**src/rtl/cov_sink.sv**
```systemverilog
// cov_sink: terminal consumer stage for the dut chain.
// Buffers every valid transaction (in_cmd=1) in a small FIFO drained by a
// ready/valid handshake, and tracks unique coverage over all {adr,data} bins.
// Optional feature: define COV_SINK_DUP_CNT_EN to add the 16-bit dup_cnt
// output, which counts samples that landed on an already-covered bin.
// All FIFO head outputs and coverage outputs come straight from registers.
module cov_sink #(
  parameter int ADR_W  = 2,
  parameter int DATA_W = 3,
  parameter int DEPTH  = 4
) (
  input  logic                      clk,
  input  logic                      rst,
  input  logic                      in_cmd,
  input  logic [ADR_W-1:0]          in_adr,
  input  logic [DATA_W-1:0]         in_data,
  input  logic                      clear,
  output logic                      out_valid,
  input  logic                      out_ready,
  output logic [ADR_W-1:0]          out_adr,
  output logic [DATA_W-1:0]         out_data,
  output logic                      new_bin,
  output logic [ADR_W+DATA_W:0]     uniq_cnt,
  output logic                      all_hit,
  output logic                      overflow
`ifdef COV_SINK_DUP_CNT_EN
  ,
  output logic [15:0]               dup_cnt
`endif
);

  localparam int BIN_W = ADR_W + DATA_W;
  localparam int NBINS = 1 << BIN_W;
  localparam int PTR_W = $clog2(DEPTH);
  localparam int CNT_W = PTR_W + 1;

  localparam logic [CNT_W-1:0] CNT_ZERO  = {CNT_W{1'b0}};
  localparam logic [CNT_W-1:0] CNT_ONE   = {{PTR_W{1'b0}}, 1'b1};
  localparam logic [CNT_W-1:0] CNT_FULL  = CNT_W'(DEPTH);
  localparam logic [PTR_W-1:0] PTR_ONE   = {{(PTR_W-1){1'b0}}, 1'b1};
  localparam logic [BIN_W:0]   UNIQ_ONE  = {{BIN_W{1'b0}}, 1'b1};
  localparam logic [BIN_W:0]   UNIQ_ALL  = (BIN_W+1)'(NBINS);
  localparam logic [BIN_W-1:0] BIN_ZERO  = {BIN_W{1'b0}};

  // FIFO storage and control
  logic [BIN_W-1:0] mem_r [DEPTH];
  logic [PTR_W-1:0] wr_ptr_r;
  logic [PTR_W-1:0] rd_ptr_r;
  logic [CNT_W-1:0] count_r;
  logic             out_valid_r;
  logic [BIN_W-1:0] head_r;

  // Coverage state
  logic [NBINS-1:0] bitmap_r;
  logic [BIN_W:0]   uniq_cnt_r;
  logic             new_bin_r;
  logic             all_hit_r;
  logic             overflow_r;

  // Combinational next-state helpers
  logic [BIN_W-1:0] bin_s;
  logic             pop_s;
  logic             full_s;
  logic             push_ok_s;
  logic             drop_s;
  logic [CNT_W-1:0] count_next_s;
  logic [PTR_W-1:0] rd_ptr_next_s;
  logic [BIN_W-1:0] head_next_s;
  logic             seen_s;
  logic             sample_new_s;
  logic             sample_dup_s;
  logic [BIN_W:0]   uniq_next_s;

  // FIFO push/pop decisions, next occupancy and the next head entry
  always_comb begin
    bin_s         = {in_adr, in_data};
    pop_s         = out_valid_r && out_ready;
    full_s        = (count_r == CNT_FULL);
    push_ok_s     = in_cmd && (!full_s || pop_s);
    drop_s        = in_cmd && full_s && !pop_s;
    count_next_s  = count_r;
    rd_ptr_next_s = rd_ptr_r;
    head_next_s   = BIN_ZERO;
    if (push_ok_s && !pop_s) begin
      count_next_s = count_r + CNT_ONE;
    end else if (pop_s && !push_ok_s) begin
      count_next_s = count_r - CNT_ONE;
    end else begin
      count_next_s = count_r;
    end
    if (pop_s) begin
      rd_ptr_next_s = rd_ptr_r + PTR_ONE;
    end else begin
      rd_ptr_next_s = rd_ptr_r;
    end
    // The freshly pushed sample becomes the head when nothing older remains.
    if (count_next_s == CNT_ZERO) begin
      head_next_s = BIN_ZERO;
    end else if ((count_r == CNT_ZERO) || (pop_s && (count_r == CNT_ONE))) begin
      head_next_s = bin_s;
    end else begin
      head_next_s = mem_r[rd_ptr_next_s];
    end
  end

  // Coverage classification of the current sample; clear blocks counting
  always_comb begin
    seen_s       = bitmap_r[bin_s];
    sample_new_s = 1'b0;
    sample_dup_s = 1'b0;
    uniq_next_s  = uniq_cnt_r;
    if (in_cmd && !clear) begin
      sample_new_s = !seen_s;
      sample_dup_s = seen_s;
    end else begin
      sample_new_s = 1'b0;
      sample_dup_s = 1'b0;
    end
    if (sample_new_s) begin
      uniq_next_s = uniq_cnt_r + UNIQ_ONE;
    end else begin
      uniq_next_s = uniq_cnt_r;
    end
  end

  // FIFO registers: storage, pointers, occupancy and registered head outputs
  always_ff @(posedge clk or posedge rst) begin
    if (rst) begin
      for (int i = 0; i < DEPTH; i++) begin
        mem_r[i] <= BIN_ZERO;
      end
      wr_ptr_r    <= {PTR_W{1'b0}};
      rd_ptr_r    <= {PTR_W{1'b0}};
      count_r     <= CNT_ZERO;
      out_valid_r <= 1'b0;
      head_r      <= BIN_ZERO;
    end else begin
      if (push_ok_s) begin
        mem_r[wr_ptr_r] <= bin_s;
        wr_ptr_r        <= wr_ptr_r + PTR_ONE;
      end
      rd_ptr_r    <= rd_ptr_next_s;
      count_r     <= count_next_s;
      out_valid_r <= (count_next_s != CNT_ZERO);
      head_r      <= head_next_s;
    end
  end

  // Coverage registers: bitmap, unique count, pulses and sticky overflow
  always_ff @(posedge clk or posedge rst) begin
    if (rst) begin
      bitmap_r   <= {NBINS{1'b0}};
      uniq_cnt_r <= {(BIN_W+1){1'b0}};
      new_bin_r  <= 1'b0;
      all_hit_r  <= 1'b0;
      overflow_r <= 1'b0;
    end else if (clear) begin
      bitmap_r   <= {NBINS{1'b0}};
      uniq_cnt_r <= {(BIN_W+1){1'b0}};
      new_bin_r  <= 1'b0;
      all_hit_r  <= 1'b0;
      overflow_r <= 1'b0;
    end else begin
      if (sample_new_s) begin
        bitmap_r[bin_s] <= 1'b1;
      end
      uniq_cnt_r <= uniq_next_s;
      new_bin_r  <= sample_new_s;
      all_hit_r  <= (uniq_next_s == UNIQ_ALL);
      overflow_r <= overflow_r | drop_s;
    end
  end

`ifdef COV_SINK_DUP_CNT_EN
  logic [15:0] dup_cnt_r;

  // Saturating count of samples that hit an already-covered bin
  always_ff @(posedge clk or posedge rst) begin
    if (rst) begin
      dup_cnt_r <= 16'h0000;
    end else if (clear) begin
      dup_cnt_r <= 16'h0000;
    end else if (sample_dup_s && (dup_cnt_r != 16'hFFFF)) begin
      dup_cnt_r <= dup_cnt_r + 16'h0001;
    end else begin
      dup_cnt_r <= dup_cnt_r;
    end
  end

  assign dup_cnt = dup_cnt_r;
`endif

  assign out_valid = out_valid_r;
  assign out_adr   = head_r[BIN_W-1:DATA_W];
  assign out_data  = head_r[DATA_W-1:0];
  assign new_bin   = new_bin_r;
  assign uniq_cnt  = uniq_cnt_r;
  assign all_hit   = all_hit_r;
  assign overflow  = overflow_r;

endmodule

```
**config.mk**
```make
export PLATFORM = sky130hd
export DESIGN_NAME = cov_sink
export DESIGN_NICKNAME = d
export VERILOG_FILES = /design/src/rtl/cov_sink.sv
export SDC_FILE = /design/constraint.sdc
export NUM_CORES = 1
export LEC_CHECK = 0
export BUFFER_PORTS_ARGS = -buffer_cell sky130_fd_sc_hd__buf_2
export CAP_MARGIN = 10
export CELL_PAD_IN_SITES_DETAIL_PLACEMENT = 1
export CELL_PAD_IN_SITES_GLOBAL_PLACEMENT = 2
export CORE_ASPECT_RATIO = 1.1
export CORE_MARGIN = 8
export CORE_UTILIZATION = 30
export CTS_CLUSTER_DIAMETER = 50
export CTS_CLUSTER_SIZE = 16
export DETAILED_ROUTE_END_ITERATION = 8
export HOLD_SLACK_MARGIN = 0.12
export PLACE_DENSITY_LB_ADDON = 0.1
export SETUP_SLACK_MARGIN = 0.4
export SLEW_MARGIN = 40
export SYNTH_ARGS = -nofsm -noshare
export SYNTH_HDL_FRONTEND = slang
export SYNTH_SLANG_ARGS = --single-unit
```
**constraint.sdc**
```tcl
create_clock -name clk -period 2.8 [get_ports clk]
set_input_delay 0 -clock clk [delete_from_list [all_inputs] [get_ports clk]]
set_output_delay 0 -clock clk [all_outputs]
set_load 0.1 [all_outputs]
```
After elaboration in Yosys (flattened, before gate mapping)
Index checks and enable logic that the tools add are counted.
- $add $sub $neg: 5
- magnitude comparators: 5
- equality and inequality tests: 3
- muxes and demuxes: 23
- bitwise logic cells: 4
- reductions and logical operators: 21
- operators by type and width (kind ; number):
    32-bit two-way mux ; 2
    32-bit OR ; 1
    5-bit two-way mux ; 5
    20-bit bitwise mux ; 1
    6-bit two-way mux ; 2
    5-bit binary-select mux with 2-bit select ; 1
    5-bit demux with 2-bit select ; 1
    1-bit logical AND ; 10
    6-bit by 1-bit adder with 6-bit output, second input constant ; 1
    6-bit equality test, second input constant ; 1
    3-bit >= comparator, second input constant ; 2
    3-bit zero test ; 2
    5-bit by 6-bit less-than comparator with 1-bit output, second input constant ; 1
    1-bit two-way mux ; 6
    3-bit two-way mux ; 2
    2-bit inverter with 3-bit output ; 2
    1-bit binary-select mux with 5-bit select ; 1
    1-bit demux with 5-bit select ; 1
    5-bit by 1-bit >= comparator with 1-bit output, second input constant ; 1
    1-bit zero test ; 5
    2-bit by 1-bit adder with 2-bit output, second input constant ; 2
    3-bit by 1-bit adder with 3-bit output, second input constant ; 1
    3-bit by 1-bit equality test with 1-bit output, second input constant ; 1
    3-bit equality test, second input constant ; 1
    7 further kinds ; 8
- bits in registers: 74
- input port bits: 10
- output and inout bits: 15
- logic and storage cells: 75

Depth between registers and ports, before layout
- word-level depth: 10
- mapped depth: 10
- gate-level depth less buffers: 8

Least setup slack after synthesis
OpenSTA, ideal clock, no wires.
- kind: flip-flop to flip-flop
- start: reg out_valid_r, in the netlist out_valid
- end: reg head_r[1]
- setup time: 0.140 ns
- data arrival time: 2.428 ns
- required time: 2.660 ns
- path slack: 0.232 ns
- cell stages (with the launch flop): 6
- buffers on the path: 0
- clock period less this slack: 2.568 ns
- path through: dfrtp_1 > and2_0 > xnor2_1 > mux4_2 > mux2i_1 > nor2_1
- longest elaborated chain between the ends: 9
- elaborated cells on any way between the ends: 19
- classes of those cells: mux: 8; bitwise: 1; reduce/logical: 10
- ends and longest elaborated chain (what ; line ; RTL):
    from (decl) ; 50 ; logic out_valid_r;
    from (signal assigned) ; 144 ; out_valid_r <= (count_next_s != CNT_ZERO);
    1-bit logical AND (*) ; 77 ; pop_s = out_valid_r && out_ready;
    parallel branches: the longest is 7 deep, another holds 5-bit binary-select mux with 2-bit select ; - ;
    5-bit two-way mux (*) ; 97 ; if (count_next_s == CNT_ZERO) begin
    named net head_next_s[1] ; 68 ; logic [BIN_W-1:0] head_next_s;
    to (signal assigned) ; 145 ; head_r <= head_next_s;
    to (decl) ; 51 ; logic [BIN_W-1:0] head_r;
Mark *: on every way through the listed nets, which the timed path passes. The select of a mux whose other input is x is not followed.
A chain may end at the register's enable or synchronous reset.

Worst setup path after layout
- start: reg bitmap_r[5]
- end: reg all_hit_r, in the netlist all_hit
- longest elaborated chain between the ends: 7
- ends and longest elaborated chain (what ; line ; RTL):
    from (decl) ; 54 ; logic [NBINS-1:0] bitmap_r;
    from (signal assigned) ; 152 ; bitmap_r <= {NBINS{1'b0}};
    from (signal assigned) ; 158 ; bitmap_r <= {NBINS{1'b0}};
    1-bit binary-select mux with 5-bit select ; 108 ; seen_s = bitmap_r[bin_s];
    1-bit two-way mux (implied by the code) ; 108 ;
    1-bit zero test ; 113 ; sample_new_s = !seen_s;
    1-bit two-way mux ; 112 ; if (in_cmd && !clear) begin
    6-bit two-way mux ; 119 ; if (sample_new_s) begin
    6-bit equality test ; 169 ; all_hit_r <= (uniq_next_s == UNIQ_ALL);
    1-bit two-way mux ; 157 ; end else if (clear) begin
    to (signal assigned) ; 169 ;
    to (decl) ; 57 ; logic all_hit_r;
Every way passes these cells. The select of a mux whose other input is x is not followed.

==> key figures <==
CTS
  • Number of levels in the clock H-tree: 3
  • Clock tree from TritonCTS: done
  • CTS root buffer: sky130_fd_sc_hd__clkbuf_16
  • CTS clk-pin slew, worst paths: 0.06 ns
  • Clk_lat worst skew: 0.34 ns
  • Clock buffers created by TritonCTS: 9
  • TritonCTS Sinks: 74
  • Buffer depth of the longest clock path: 2

Flow run
  • Number of maximum-capacitance violations: 0

Critical path
  • Crit Path Category: reg2reg
  • Required @ worst endpoint: 3.04 ns
  • Terminus of the critical flop-to-flop path: all_hit$_DFF_PP0_
  • CP peak stage delay: 0.49 ns
  • Critical path data arrival time: 2.47 ns
  • Worst reg2reg path startpoint: bitmap_r[5]$_DFFE_PP0P_
  • Cell with the largest stage delay on the worst path: sky130_fd_sc_hd__mux4_1
  • Critical path fanouts, max: 9
  • Dominant delay contributor by cell family on the critical path: simple AND/OR/NAND/NOR gates
  • Crit start category: register
  • Logic depth of the worst register-to-register path: 8
  • Worst-path cell chain: mux4_1 -> nand3_1 -> o311ai_1 -> nor4b_4 -> buf_6 -> nand4_1 -> mux2i_1 -> nor4_2
  • CP endpoint kind: register
  • R2r setup slk: 0.56 ns
  • Worst Path Buf+Inv: 1

Routing
  • Drt wl/cell: 17.4 µm
  • Aggregate routed wire length: 8660 µm
  • Vias per inst: 4.94
  • Via total after detailed routing: 2458
  • Iteration-0 DRC Markers: 80
  • Number of search-and-repair iterations in the first detailed-routing pass: 4
  • DRC violations left: 0
  • Count of antenna-violating nets left after detailed routing: 0

STA
  • Relative slew margins: 52.2%
  • Worst slew pin tran: 0.716 ns
  • Fin crit share: 79.8%
  • Final-report hold violation count: 0
  • Peak Freq: 0.447 GHz
  • Min Clock Period, post-route: 2.24 ns
  • RSZ-0062 raised after global routing: no
  • Final max-slew violation count: 0
  • Finish-stage setup viols: 0
  • Setup total negative slack: 0 ns
  • Worst-case clock skew: 0.00950 ns
  • Hold Worst Slack: 0.134 ns

Synthesis
  • Synth Instances: 309
  • Number of nets in the synthesized netlist: 328
  • Biggest area consumer among synthesized cells: sky130_fd_sc_hd__dfrtp_1
  • Distinct cell type count after synthesis: 49
  • Number of synthesized flops with an enable pin: 0
  • Fraction of post-synthesis cell area in the top cell type by area: 51.8%
  • Post-Synthesis Cell Area: 0.00358 mm²
  • Yosys Warn Count: 0
  • Prevailing post-synth register cell: sky130_fd_sc_hd__dfrtp_1
  • Seq/Total Area, Yosys: 51.8%
  • Fraction of registers with async set or reset after synthesis: 100%
  • Post-synthesis average cell area: 11.6 µm²
  • #FFs+latches synth: 74
  • Synth area leaders: sky130_fd_sc_hd__dfrtp_1 52%, sky130_fd_sc_hd__mux2_2 6.3%, sky130_fd_sc_hd__mux4_2 4.4%

Final layout
  • Proportion of layout cells with a drive suffix above 1: 24.7%
  • Final Core Density: 35.6%
  • Area overhead of the layout relative to synthesis: 17.7%
  • NumNets Final: 358
  • Diodes inserted: 0
  • Most common cell after layout, fill and taps aside: sky130_fd_sc_hd__dfrtp_1
  • Commonest non-fill, non-tap cells in the layout: 74 x sky130_fd_sc_hd__dfrtp_1, 31 x sky130_fd_sc_hd__nor2_1, 24 x sky130_fd_sc_hd__buf_2

Global route
  • GR Util All Layers: 12.1%
  • Wire length of the first global-routing pass: 14600 µm
  • Most heavily used metal layer in global routing: met2
  • Maximum number of pins on one net before global-route repair: 44
  • Number of antenna violations at the first check in global routing: 0
  • Met3 capacity usage during global routing: 2.19%
  • Aggregate global routing overflow: 0
  • Number of global-route vias before repair: 2681
  • Met2 layer usage reported by global route: 20.8%
  • Met1 routing resource usage after global routing: 14.1%

Pwr
  • Power density cells: 910 mW/mm²
  • Largest vdd supply drop: 0.674 mV
  • Leakage power: 1.92 nW

Floorplan
  • Die extent in x: 120 µm
  • # rows: 42
  • Total die area: 0.0157 mm²
  • Starting density of the core: 30.3%
  • Area inside the core boundary: 0.0118 mm²
  • Die Height: 131 µm
  • I/O pin count: 25

Outcome
  • Result of the run: completed

Place
  • Input/output buffers: 24
  • Routability cong.: 0.694
  • Post-DP HPWL: 5940 µm

Worst hold path
  • HP Class: in2reg
  • Number of stages on the worst hold path: 3
  • Critical hold path startpoint: in_adr[0]
  • Endpoint of the worst hold path: head_r[3]$_DFF_PP0_
[sequential cells by signal, summed over array words and instances (netlist names)]
register	count
count_r	3
out_valid	1
uniq_cnt	6
bitmap_r	32
wr_ptr_r	2
mem_r	20
all_hit	1
overflow	1
new_bin	1
head_r	5
rd_ptr_r	2
[kinds of logic after synthesis]
logic type | Yosys count | synth area share, %
flops | 74 | 51.8
fa+ha+maj | 9 | 3.15
mux | 42 | 15.4
compound gates | 55 | 11.2
buf+inv | 33 | 3.99
xor+xnor | 10 | 2.45
simple gates | 86 | 12.1
[per-layer routing]
layer / up-vias / routed length, µm
met5: - / 0
met4: 0 / 159
met3: 12 / 210
met2: 23 / 4370
met1: 1263 / 3930
li1: 1160 / -
[Yosys cell counts (all sizes together) (2+ instances only)]
master	n
a21oi	15
a22o	11
a31oi	3
a32o	2
and2	5
and3	4
and3b	2
buf	6
clkbuf	11
dfrtp	74
ha	9
inv	15
mux2	20
mux2i	14
mux4	8
nand2	21
nand3	7
nor2	31
nor2b	3
nor3	2
nor3b	2
o21ai	7
o2bb2ai	5
o311ai	3
xnor2	6
xor2	4
[metrics by stage]
stage / instance area (µm²) / setup slack (ns) / cells / total power [W]
detailed placement: 3880 / 0.290 / 477 / 0.00279
floorplan: 3580 / 0.415 / 309 / 0.00250
finish: 4210 / 0.564 / 498 / 0.00383
CTS: 4200 / 0.377 / 497 / 0.00391
global placement: 3880 / 0.306 / 477 / 0.00278
global route: 4210 / 0.421 / 498 / 0.00409
[layout make-up]
class                   count  area (µm²)
multi-input cells         202        1590
inverters                  16        60.1
clock buffers              10         239
clock inverters             6        42.5
flip-flops and latches     74        1850
well taps                 154         193
fillers                  1299        7610
repair buffers             36         231
[what timing repair did]
item,in CTS,in global routing
hold endpoints to repair,32,0
pin swaps,1,1
endpoints found under the setup margin,12,25
cloned,0,0
buffers inserted,2,1
hold buffers,2,0
resized for setup,1,4
[power breakdown]
part / switching, W / internal (W) / total [W]
Sequential: 0.000131 / 0.00132 / 0.00145
Combinational: 0.000796 / 0.000503 / 0.00130
Clock: 0.000455 / 0.000623 / 0.00108
[worst max-delay path by stage]
stage	from	endpoint	slack (ns)	cells past startpoint
4_1_cts	bitmap_r[5]$_DFFE_PP0P_	bitmap_r[4]$_DFFE_PP0P_	0.38	8
3_5_place_dp	in_data[0]	all_hit$_DFF_PP0_	0.29	9
2_1_floorplan	out_valid$_DFF_PP0_	head_r[1]$_DFF_PP0_	0.42	6
3_3_place_gp	in_data[0]	all_hit$_DFF_PP0_	0.31	9
5_1_grt	bitmap_r[6]$_DFFE_PP0P_	all_hit$_DFF_PP0_	0.42	8
6_report	bitmap_r[5]$_DFFE_PP0P_	all_hit$_DFF_PP0_	0.56	8
[worst register-to-register path, cell delays in order, from the launching register on]
cell and delay [ns]:
sky130_fd_sc_hd__dfrtp_1 0.37, sky130_fd_sc_hd__mux4_1 0.49, sky130_fd_sc_hd__nand3_1 0.10, sky130_fd_sc_hd__o311ai_1 0.14, sky130_fd_sc_hd__nor4b_4 0.28, sky130_fd_sc_hd__buf_6 0.18
sky130_fd_sc_hd__nand4_1 0.17, sky130_fd_sc_hd__mux2i_1 0.17, sky130_fd_sc_hd__nor4_2 0.25
Power figures use the tool's default switching activity.
